[config.mk]
export PLATFORM = sky130hd
export DESIGN_NAME = hazard_ctrl
export DESIGN_NICKNAME = d
export VERILOG_FILES = /design/src/rtl/hazard_ctrl_pkg.sv /design/src/rtl/hazard_ctrl_sat_counter.sv /design/src/rtl/hazard_ctrl.sv
export SDC_FILE = /design/constraint.sdc
export NUM_CORES = 1
export LEC_CHECK = 0
export ABC_CLOCK_PERIOD_IN_PS = 3100
export CORE_ASPECT_RATIO = 0.75
export CORE_MARGIN = 2
export CORE_UTILIZATION = 30
export CTS_BUF_LIST = sky130_fd_sc_hd__clkbuf_4 sky130_fd_sc_hd__clkbuf_8 sky130_fd_sc_hd__clkbuf_16
export DETAILED_ROUTE_END_ITERATION = 6
export SYNTH_ARGS = -nofsm -noshare
export SYNTH_HDL_FRONTEND = slang
export SYNTH_SLANG_ARGS = --single-unit
[constraint.sdc]
create_clock -name i_clk -period 3.1 [get_ports i_clk]
set_input_delay 0.465 -clock i_clk [delete_from_list [all_inputs] [get_ports i_clk]]
set_output_delay 0.465 -clock i_clk [all_outputs]
set_load 0.05 [all_outputs]
[src/rtl/hazard_ctrl_pkg.sv]
// hazard_ctrl_pkg: shared definitions for the ID-stage hazard controller.
//   - RV32I major opcode constants (7-bit)
//   - hazard FSM state encoding (HZ_RUN / HZ_FLUSH / HZ_MEMWAIT)
//   - source-register usage decode helpers
package hazard_ctrl_pkg;

    localparam int unsigned OPCODE_W   = 7;
    localparam int unsigned REG_ADDR_W = 5;

    localparam logic [OPCODE_W-1:0] OP_LUI    = 7'b0110111;
    localparam logic [OPCODE_W-1:0] OP_AUIPC  = 7'b0010111;
    localparam logic [OPCODE_W-1:0] OP_JAL    = 7'b1101111;
    localparam logic [OPCODE_W-1:0] OP_JALR   = 7'b1100111;
    localparam logic [OPCODE_W-1:0] OP_BRANCH = 7'b1100011;
    localparam logic [OPCODE_W-1:0] OP_LOAD   = 7'b0000011;
    localparam logic [OPCODE_W-1:0] OP_STORE  = 7'b0100011;
    localparam logic [OPCODE_W-1:0] OP_IMM    = 7'b0010011;
    localparam logic [OPCODE_W-1:0] OP_REG    = 7'b0110011;

    typedef enum logic [1:0] {
        HZ_RUN     = 2'd0,
        HZ_FLUSH   = 2'd1,
        HZ_MEMWAIT = 2'd2
    } hz_state_e;

    // Non-32-bit encodings (opcode[1:0] != 2'b11) read no registers.
    function automatic logic uses_rs1(input logic [OPCODE_W-1:0] op);
        return (op[1:0] == 2'b11) && (op != OP_LUI) && (op != OP_AUIPC) && (op != OP_JAL);
    endfunction

    function automatic logic uses_rs2(input logic [OPCODE_W-1:0] op);
        return (op == OP_REG) || (op == OP_STORE) || (op == OP_BRANCH);
    endfunction

endpackage

[src/rtl/hazard_ctrl_sat_counter.sv]
// sat_counter: synchronous up-counter that sticks at all-ones.
//   i_clk   clock
//   i_rst   synchronous active-high clear
//   i_inc   count enable
//   o_count current count
module sat_counter #(
    parameter int unsigned CNT_WIDTH = 32
) (
    input  logic                 i_clk,
    input  logic                 i_rst,
    input  logic                 i_inc,
    output logic [CNT_WIDTH-1:0] o_count
);

    logic [CNT_WIDTH-1:0] r_count;

    always_ff @(posedge i_clk) begin
        if (i_rst) begin
            r_count <= '0;
        end else if (i_inc && (r_count != '1)) begin
            r_count <= r_count + 1'b1;
        end
    end

    assign o_count = r_count;

endmodule

[src/rtl/hazard_ctrl.sv]
// hazard_ctrl: ID-stage hazard controller for the 5-stage RV32I pipeline.
// Handles load-use stalls, taken-branch/jump flushes and dmem wait freezes,
// and keeps saturating stall / flush performance counters.
// Ports:
//   i_clk, i_rst                 clock, synchronous active-high reset
//   i_id_opcode/_rs1/_rs2        instruction currently in ID
//   i_ex_memread, i_ex_rd        load in EX and its destination
//   i_ex_pcsrc                   EX resolved a taken branch / jump
//   i_dmem_req, i_dmem_ready     outstanding dmem access / completes this cycle
//   o_clearcontrol               bubble into ID/EX
//   o_pcwrite, o_ifid_write      PC and IF/ID write enables
//   o_ifid_flush                 squash IF/ID to NOP
//   o_pipe_freeze                hold ID/EX, EX/MEM, MEM/WB
//   o_stall_count, o_flush_count saturating performance counters
module hazard_ctrl
    import hazard_ctrl_pkg::*;
#(
    parameter int unsigned OPCODE_WIDTH   = OPCODE_W,
    parameter int unsigned REG_ADDR_WIDTH = REG_ADDR_W,
    parameter int unsigned FLUSH_CYCLES   = 1,
    parameter int unsigned CNT_WIDTH      = 32
) (
    input  logic                      i_clk,
    input  logic                      i_rst,
    input  logic [OPCODE_WIDTH-1:0]   i_id_opcode,
    input  logic [REG_ADDR_WIDTH-1:0] i_id_rs1,
    input  logic [REG_ADDR_WIDTH-1:0] i_id_rs2,
    input  logic                      i_ex_memread,
    input  logic [REG_ADDR_WIDTH-1:0] i_ex_rd,
    input  logic                      i_ex_pcsrc,
    input  logic                      i_dmem_req,
    input  logic                      i_dmem_ready,
    output logic                      o_clearcontrol,
    output logic                      o_pcwrite,
    output logic                      o_ifid_write,
    output logic                      o_ifid_flush,
    output logic                      o_pipe_freeze,
    output logic [CNT_WIDTH-1:0]      o_stall_count,
    output logic [CNT_WIDTH-1:0]      o_flush_count
);

    localparam int unsigned FL_W = (FLUSH_CYCLES > 1) ? $clog2(FLUSH_CYCLES) : 1;

    hz_state_e       r_state, w_state_nxt;
    hz_state_e       r_saved, w_saved_nxt;  // state to resume after MEMWAIT
    hz_state_e       w_cur;
    logic [FL_W-1:0] r_flush_left, w_flush_left_nxt;

    logic w_use_rs1, w_use_rs2, w_load_use, w_mem_wait;
    logic w_stall_inc, w_flush_inc;

    assign w_use_rs1  = uses_rs1(i_id_opcode);
    assign w_use_rs2  = uses_rs2(i_id_opcode);
    assign w_load_use = i_ex_memread && (i_ex_rd != '0) &&
                        ((w_use_rs1 && (i_id_rs1 == i_ex_rd)) ||
                         (w_use_rs2 && (i_id_rs2 == i_ex_rd)));
    assign w_mem_wait = i_dmem_req && !i_dmem_ready;

    // On the release cycle of a dmem wait, act as the state that was interrupted.
    assign w_cur = (r_state == HZ_MEMWAIT) ? r_saved : r_state;

    always_comb begin
        w_state_nxt      = r_state;
        w_saved_nxt      = r_saved;
        w_flush_left_nxt = r_flush_left;
        w_stall_inc      = 1'b0;
        w_flush_inc      = 1'b0;
        o_clearcontrol   = 1'b0;
        o_pcwrite        = 1'b1;
        o_ifid_write     = 1'b1;
        o_ifid_flush     = 1'b0;
        o_pipe_freeze    = 1'b0;

        if (i_rst) begin
            o_clearcontrol = 1'b1;
            o_pcwrite      = 1'b0;
            o_ifid_write   = 1'b0;
            o_ifid_flush   = 1'b1;
            w_state_nxt    = HZ_RUN;
        end else if (w_mem_wait) begin
            o_pipe_freeze = 1'b1;
            o_pcwrite     = 1'b0;
            o_ifid_write  = 1'b0;
            w_stall_inc   = 1'b1;
            if (r_state != HZ_MEMWAIT) begin
                w_saved_nxt = r_state;
            end
            w_state_nxt = HZ_MEMWAIT;
        end else if (i_ex_pcsrc) begin
            o_clearcontrol = 1'b1;
            o_ifid_flush   = 1'b1;
            w_flush_inc    = 1'b1;
            if (FLUSH_CYCLES > 1) begin
                w_state_nxt      = HZ_FLUSH;
                w_flush_left_nxt = FL_W'(FLUSH_CYCLES - 1);
            end else begin
                w_state_nxt = HZ_RUN;
            end
        end else if (w_cur == HZ_FLUSH) begin
            o_clearcontrol   = 1'b1;
            o_ifid_flush     = 1'b1;
            w_flush_left_nxt = r_flush_left - 1'b1;
            w_state_nxt      = (r_flush_left <= FL_W'(1)) ? HZ_RUN : HZ_FLUSH;
        end else if (w_load_use) begin
            o_clearcontrol = 1'b1;
            o_pcwrite      = 1'b0;
            o_ifid_write   = 1'b0;
            w_stall_inc    = 1'b1;
            w_state_nxt    = HZ_RUN;
        end else begin
            w_state_nxt = HZ_RUN;
        end
    end

    always_ff @(posedge i_clk) begin
        if (i_rst) begin
            r_state      <= HZ_RUN;
            r_saved      <= HZ_RUN;
            r_flush_left <= '0;
        end else begin
            r_state      <= w_state_nxt;
            r_saved      <= w_saved_nxt;
            r_flush_left <= w_flush_left_nxt;
        end
    end

    sat_counter #(
        .CNT_WIDTH(CNT_WIDTH)
    ) u_stall_cnt (
        .i_clk  (i_clk),
        .i_rst  (i_rst),
        .i_inc  (w_stall_inc),
        .o_count(o_stall_count)
    );

    sat_counter #(
        .CNT_WIDTH(CNT_WIDTH)
    ) u_flush_cnt (
        .i_clk  (i_clk),
        .i_rst  (i_rst),
        .i_inc  (w_flush_inc),
        .o_count(o_flush_count)
    );

endmodule

Yosys cells after proc, flatten, opt, wreduce, memory -nomap -nowiden
Cells that the tools add are included.

Register bits: 69. Input port bits: 28. Word-level logic and storage cells: 73.

$add $sub $neg: 3. Magnitude comparators: 1. Equal/unequal tests: 14. Multiplexer cells: 28. Bitwise operators: 3. Reduce and logical (&&, ||, !) cells: 18.

Operators by type and width (count): adder 32 x 1 -> 32 bit, second input constant (2); inequality test 32 bit, second input constant (2); 2-to-1 mux 1 bit (26); equality test 7 x 6 -> 1 bit, second input constant (2); equality test 5 bit (2); logical AND 1 bit (10); equality test 7 bit, second input constant (1); inequality test 7 x 5 -> 1 bit, second input constant (1); inequality test 7 x 6 -> 1 bit, second input constant (1); inequality test 7 bit, second input constant (1); nonzero test 5 bit (1); equality test 2 bit, second input constant (2); 2-to-1 mux 2 bit (2); OR reduction 4 bit (1); logical OR 1 bit (3); inverter 1 bit (3); AND reduction 3 bit (1); equality test 2 x 1 -> 1 bit, second input constant (1); inequality test 2 bit, second input constant (1); AND reduction 2 bit (1); <= comparator 1 bit, second input constant (1); logical NOT 1 bit (1); subtractor 1 bit, second input constant (1).

Depth between registers and ports, before layout
Depth in word-level cells: 13. Gate-level depth with buffers: 7. Gate-level depth less buffers: 6.

Cells and area by module
A second synthesis with hierarchy kept.

Cells, all modules: 432. Area, all modules: 3593.4 um^2.

By module, submodules not included: sat_counter (times used 2, cells an instance 199, area each 1674.1 um^2); hazard_ctrl (times used 1, cells an instance 34, area each 245.2 um^2).

Worst setup path before layout
OpenSTA, ideal clock, no wires.

Kind: input -> output. Start: input i_id_opcode[3]. End: output o_pcwrite. Arrival: 2.807 ns. Path slack: -0.172 ns. Stages on the path: 7. Buffers on the path: 1. Cell sequence: or3b_1 > a21boi_0 > nor3_1 > nor2_1 > nor2_1 > nor3_1 > buf_4.

Longest elaborated chain between the ends: 12. Elaborated cells on any way between the ends: 20.

RTL lines: from (decl) (line hazard_ctrl.sv:25) `input logic [OPCODE_WIDTH-1:0] i_id_opcode,`; inequality test 7 x 6 -> 1 bit (line hazard_ctrl_pkg.sv:28) `return (op[1:0] == 2'b11) && (op != OP_LUI) && (op != OP_AUIPC) && (op != OP_JAL);`; logical AND 1 bit (3 in a row) (line hazard_ctrl_pkg.sv:28); logical AND 1 bit (line hazard_ctrl.sv:55) `((w_use_rs1 && (i_id_rs1 == i_ex_rd)) ||`; logical OR 1 bit (*) (line hazard_ctrl.sv:55); logical AND 1 bit (*) (line hazard_ctrl.sv:54) `assign w_load_use = i_ex_memread && (i_ex_rd != '0) &&`; 2-to-1 mux 1 bit (*) (5 in a row); to (decl) (line hazard_ctrl.sv:34) `output logic o_pcwrite,`.

Every way passes the cells marked *; elsewhere a longest branch is shown, timed or not.

Worst setup path after layout
Start: input i_id_opcode[4]. End: output o_ifid_write.

Longest elaborated chain between the ends: 12. Elaborated cells on any way between the ends: 20.

RTL lines: inequality test 7 x 6 -> 1 bit (line hazard_ctrl_pkg.sv:28); logical AND 1 bit (3 in a row) (line hazard_ctrl_pkg.sv:28); logical AND 1 bit (line hazard_ctrl.sv:55); logical OR 1 bit (*) (line hazard_ctrl.sv:55); logical AND 1 bit (*) (line hazard_ctrl.sv:54); 2-to-1 mux 1 bit (*) (line hazard_ctrl.sv:104) `end else if (w_load_use) begin`; 2-to-1 mux 1 bit (*) (line hazard_ctrl.sv:99) `end else if (w_cur == HZ_FLUSH) begin`; 2-to-1 mux 1 bit (*) (line hazard_ctrl.sv:89) `end else if (i_ex_pcsrc) begin`; 2-to-1 mux 1 bit (*) (line hazard_ctrl.sv:80) `end else if (w_mem_wait) begin`; 2-to-1 mux 1 bit (*) (line hazard_ctrl.sv:74) `if (i_rst) begin`; to (decl) (line hazard_ctrl.sv:35) `output logic o_ifid_write,`.

Marks and branches as above.

==> out/metrics.csv <==
stage,metric,value,unit
clocking,root_buffer,clkbuf_16,
timing,tns,0,ps
synth,ys_seq_area_share,36.5,%
critical_path,cp.arrival,2290,ps
clocking,clkTransAtPathRegs,50,ps
place,io_buffer_count,96,
detailed_routing,via_count,3543,
critical_path,reg2reg_from,u_flush_cnt.o_count[11],
synth,syn-cell-area,3510,um2
place,dp_hpwl,7360,um
place,dp.cells,659,
grt,grt.total_usage,16.0,%
clocking,htreeDepth,3,
clocking,clkLatencyLatePin,330,ps
clocking,cts_hold_buf,0,
critical_path,cp-endpoint,o_ifid_write,
synth,yosysWarningCount,0,
detailed_routing,dr.pass1.iters,5,
synth,synth_xor_area_share,8.24,%
critical_path,max_stage_delay,490,ps
synth,synth_cells,425,
timing,min_period_over_period,88.8,%
timing,skew,5.61,ps
grt,grt_overflow_total,0,
grt,first_global_vias,3192,
floorplanning,rows,34,
run,max-cap-violations,0,
floorplanning,ios,97,
critical_path,crit_type,input pin to output port,
grt,grt_antenna_before_repair,0,
synth,ys_types,57,
clocking,cts_sinks,64,
synth,synthTopCellsByArea,"dfxtp_1 37%, nor2_1 4.8%, xnor2_1 4.7%",
critical_path,cp_cell_sequence,clkdlybuf4s50_1 > or3b_1 > a21boi_0 > nor3_1 > nor2_1 > nor2_1 > nor3_2 > buf_4 > buf_12,
critical_path,r2r_slack,700,ps
timing,relSlewSlack,52.8,%
finish,n_antenna_cell,0,
timing,final-hold-violation-count,0,
place,gp_congestion,0.809,
timing,whs,500,ps
floorplanning,core-area,11500,um2
detailed_routing,ant_nets,0,
clocking,ctsResizeCount,0,
synth,syn_area_per_cell,8.25,um2
timing,setup_viol,0,
critical_path,cpMaxStageDelayCell,clkdlybuf4s50_1,
power_and_ir_drop,ir_drop,233,uV
clocking,cts_tree,built,
detailed_routing,drt-total-wl,10000,um
floorplanning,die_y,97.6,um
detailed_routing,routed_via_density,5.25,
clocking,postCtsSetupRepairBufs,0,
finish,finalNonFillerCells,675,
critical_path,endpoint_kind,output port,
clocking,cts.path.max_buffers,2,
critical_path,crit_path_start_kind,input pin,
grt,grt_pass1_wl,16100,um
synth,synthFlopType,dfxtp_1,
timing,worst_slew_pin_slew,702,ps
power_and_ir_drop,power_density,420,nW/um2
floorplanning,die_w,129,um
hold_path,hp-class,flip-flop to flip-flop,
critical_path,rr_worst_depth,6,
synth,netlist.area_leader.share,36.5,%
grt,grt_max_degree,48,
timing,max_freq,363,MHz
critical_path,cpMostUsedCell,nor2_1,
timing,rsz0062_at_grt,no,
clocking,numCtsBuffers,9,
status,status,completed,
timing,final_max_slew_viol_count,0,
synth,muxShareOfSynthArea,2.64,%
synth,synth-compound-area-share,13.0,%
detailed_routing,drt_iter0_drc,148,
synth,ys_ff_latch,64,
finish,syn2layout_area_growth,42.4,%
synth,synth-async-reset-ratio,0,%
timing,period_minus_slack,2750,ps
finish,fin_nets,556,
synth,synth_top_area_cell,dfxtp_1,
synth,synth_top_family_by_area,simple AND/OR/NAND/NOR gates,
detailed_routing,remaining_drc_errors,0,
finish,drive_above_1_share,10.7,%
floorplanning,start_util,30.5,%
synth,syn_nets,455,
power_and_ir_drop,leakagePower,1.56,nW
critical_path,startpoint,i_id_opcode[4],
synth,yosys.area_share.adder,0.714,%
critical_path,path_max_fanout,3,
floorplanning,die_area,12600,um2
synth,synth-simple-area-share,34.9,%
critical_path,r2r_end,u_flush_cnt.o_count[1],
synth,synth_edf_count,0,
detailed_routing,drt-wirelength-per-cell,14.8,um
critical_path,cp.required,2630,ps
worst max-delay path: cells and delay by family:
family	cells	cell delay, ps
buffers and inverters	3	780
AOI/OAI and AO/OA	1	250
and+or+nand+nor	5	790
per-layer routing:
metal | up-vias | part of all wire [%] | wire length (um) | global-route usage [%]
met2 | 106 | 44 | 4420 | 24.0
met1 | 1673 | 48 | 4820 | 22.1
li1 | 1753 | - | - | -
met4 | 0 | 1.3 | 126 | 5.10
met5 | - | 0 | 0 | 0
met3 | 11 | 6.5 | 647 | 4.41
layout by cell type (no fill, tap or decap), types with 9 or more instances in the layout:
cell type / count
nand3_1: 30
xor2_1: 14
nor4_1: 11
o21ai_0: 24
inv_1: 12
nand2_1: 26
nor2_1: 45
a21oi_1: 30
clkbuf_16: 9
dfxtp_1: 64
or3_1: 26
clkdlybuf4s50_1: 91
xnor2_1: 19
nand4_1: 14
buf_4: 10
worst min-delay path by stage:
stage	from	cells after the start	end
after floorplan	i_ex_pcsrc	3	u_flush_cnt.o_count[0]
after global placement	u_stall_cnt.o_count[6]	2	u_stall_cnt.o_count[6]
after detailed placement	u_stall_cnt.o_count[6]	2	u_stall_cnt.o_count[6]
after CTS	u_stall_cnt.o_count[6]	2	u_stall_cnt.o_count[6]
after global routing	u_flush_cnt.o_count[19]	2	u_flush_cnt.o_count[19]
final	u_stall_cnt.o_count[6]	2	u_stall_cnt.o_count[6]
metrics by stage:
stage          worst slack, ps  util [%]  power (mW)  cell area [um2]
5_1_grt                    180      43.5        2.17             4990
4_1_cts                    312      43.5        2.13             4990
6_report                   348      43.5        2.10             4990
3_3_place_gp               247      40.6        1.01             4670
2_1_floorplan              322         -       0.933             3510
3_5_place_dp               212      40.6        1.01             4670
registers in the layout, summed over array words and instances, names as in the netlist:
register             flops
u_stall_cnt.o_count     32
u_flush_cnt.o_count     32
report_power, final:
group	internal, mW	switching, mW	leakage (nW)
Sequential	0.826	0.00397	0.516
Combinational	0.0724	0.0885	0.889
Clock	0.733	0.375	0.155
final cells by class:
cell class,instances,area (um2)
clock inverter,5,80.1
tap,144,180
fill,1156,6490
timing repair buffer,106,1070
sequential,64,1280
inverter,12,45.0
clock buffer,11,246
multi-input combinational,333,2090
synthesized netlist by cell type, types with 8 or more instances:
master	n
a21oi_1	30
clkbuf_1	9
dfxtp_1	64
inv_1	12
nand2_1	26
nand3_1	30
nand4_1	14
nor2_1	45
nor2b_1	8
nor3_1	9
nor4_1	11
o21ai_0	24
or3_1	26
xnor2_1	19
xor2_1	14
kinds of logic (layout without fill, tap and decap cells):
family | after synthesis | count (layout)
XOR/XNOR | 33 | 33
AO/OA/AOI/OAI | 76 | 76
AND/OR/NAND/NOR | 214 | 214
flip-flops | 64 | 64
adder cells (fa/ha/maj) | 2 | 2
buffers and inverters | 28 | 134
multiplexers | 8 | 8
Power figures use the tool's default switching activity.
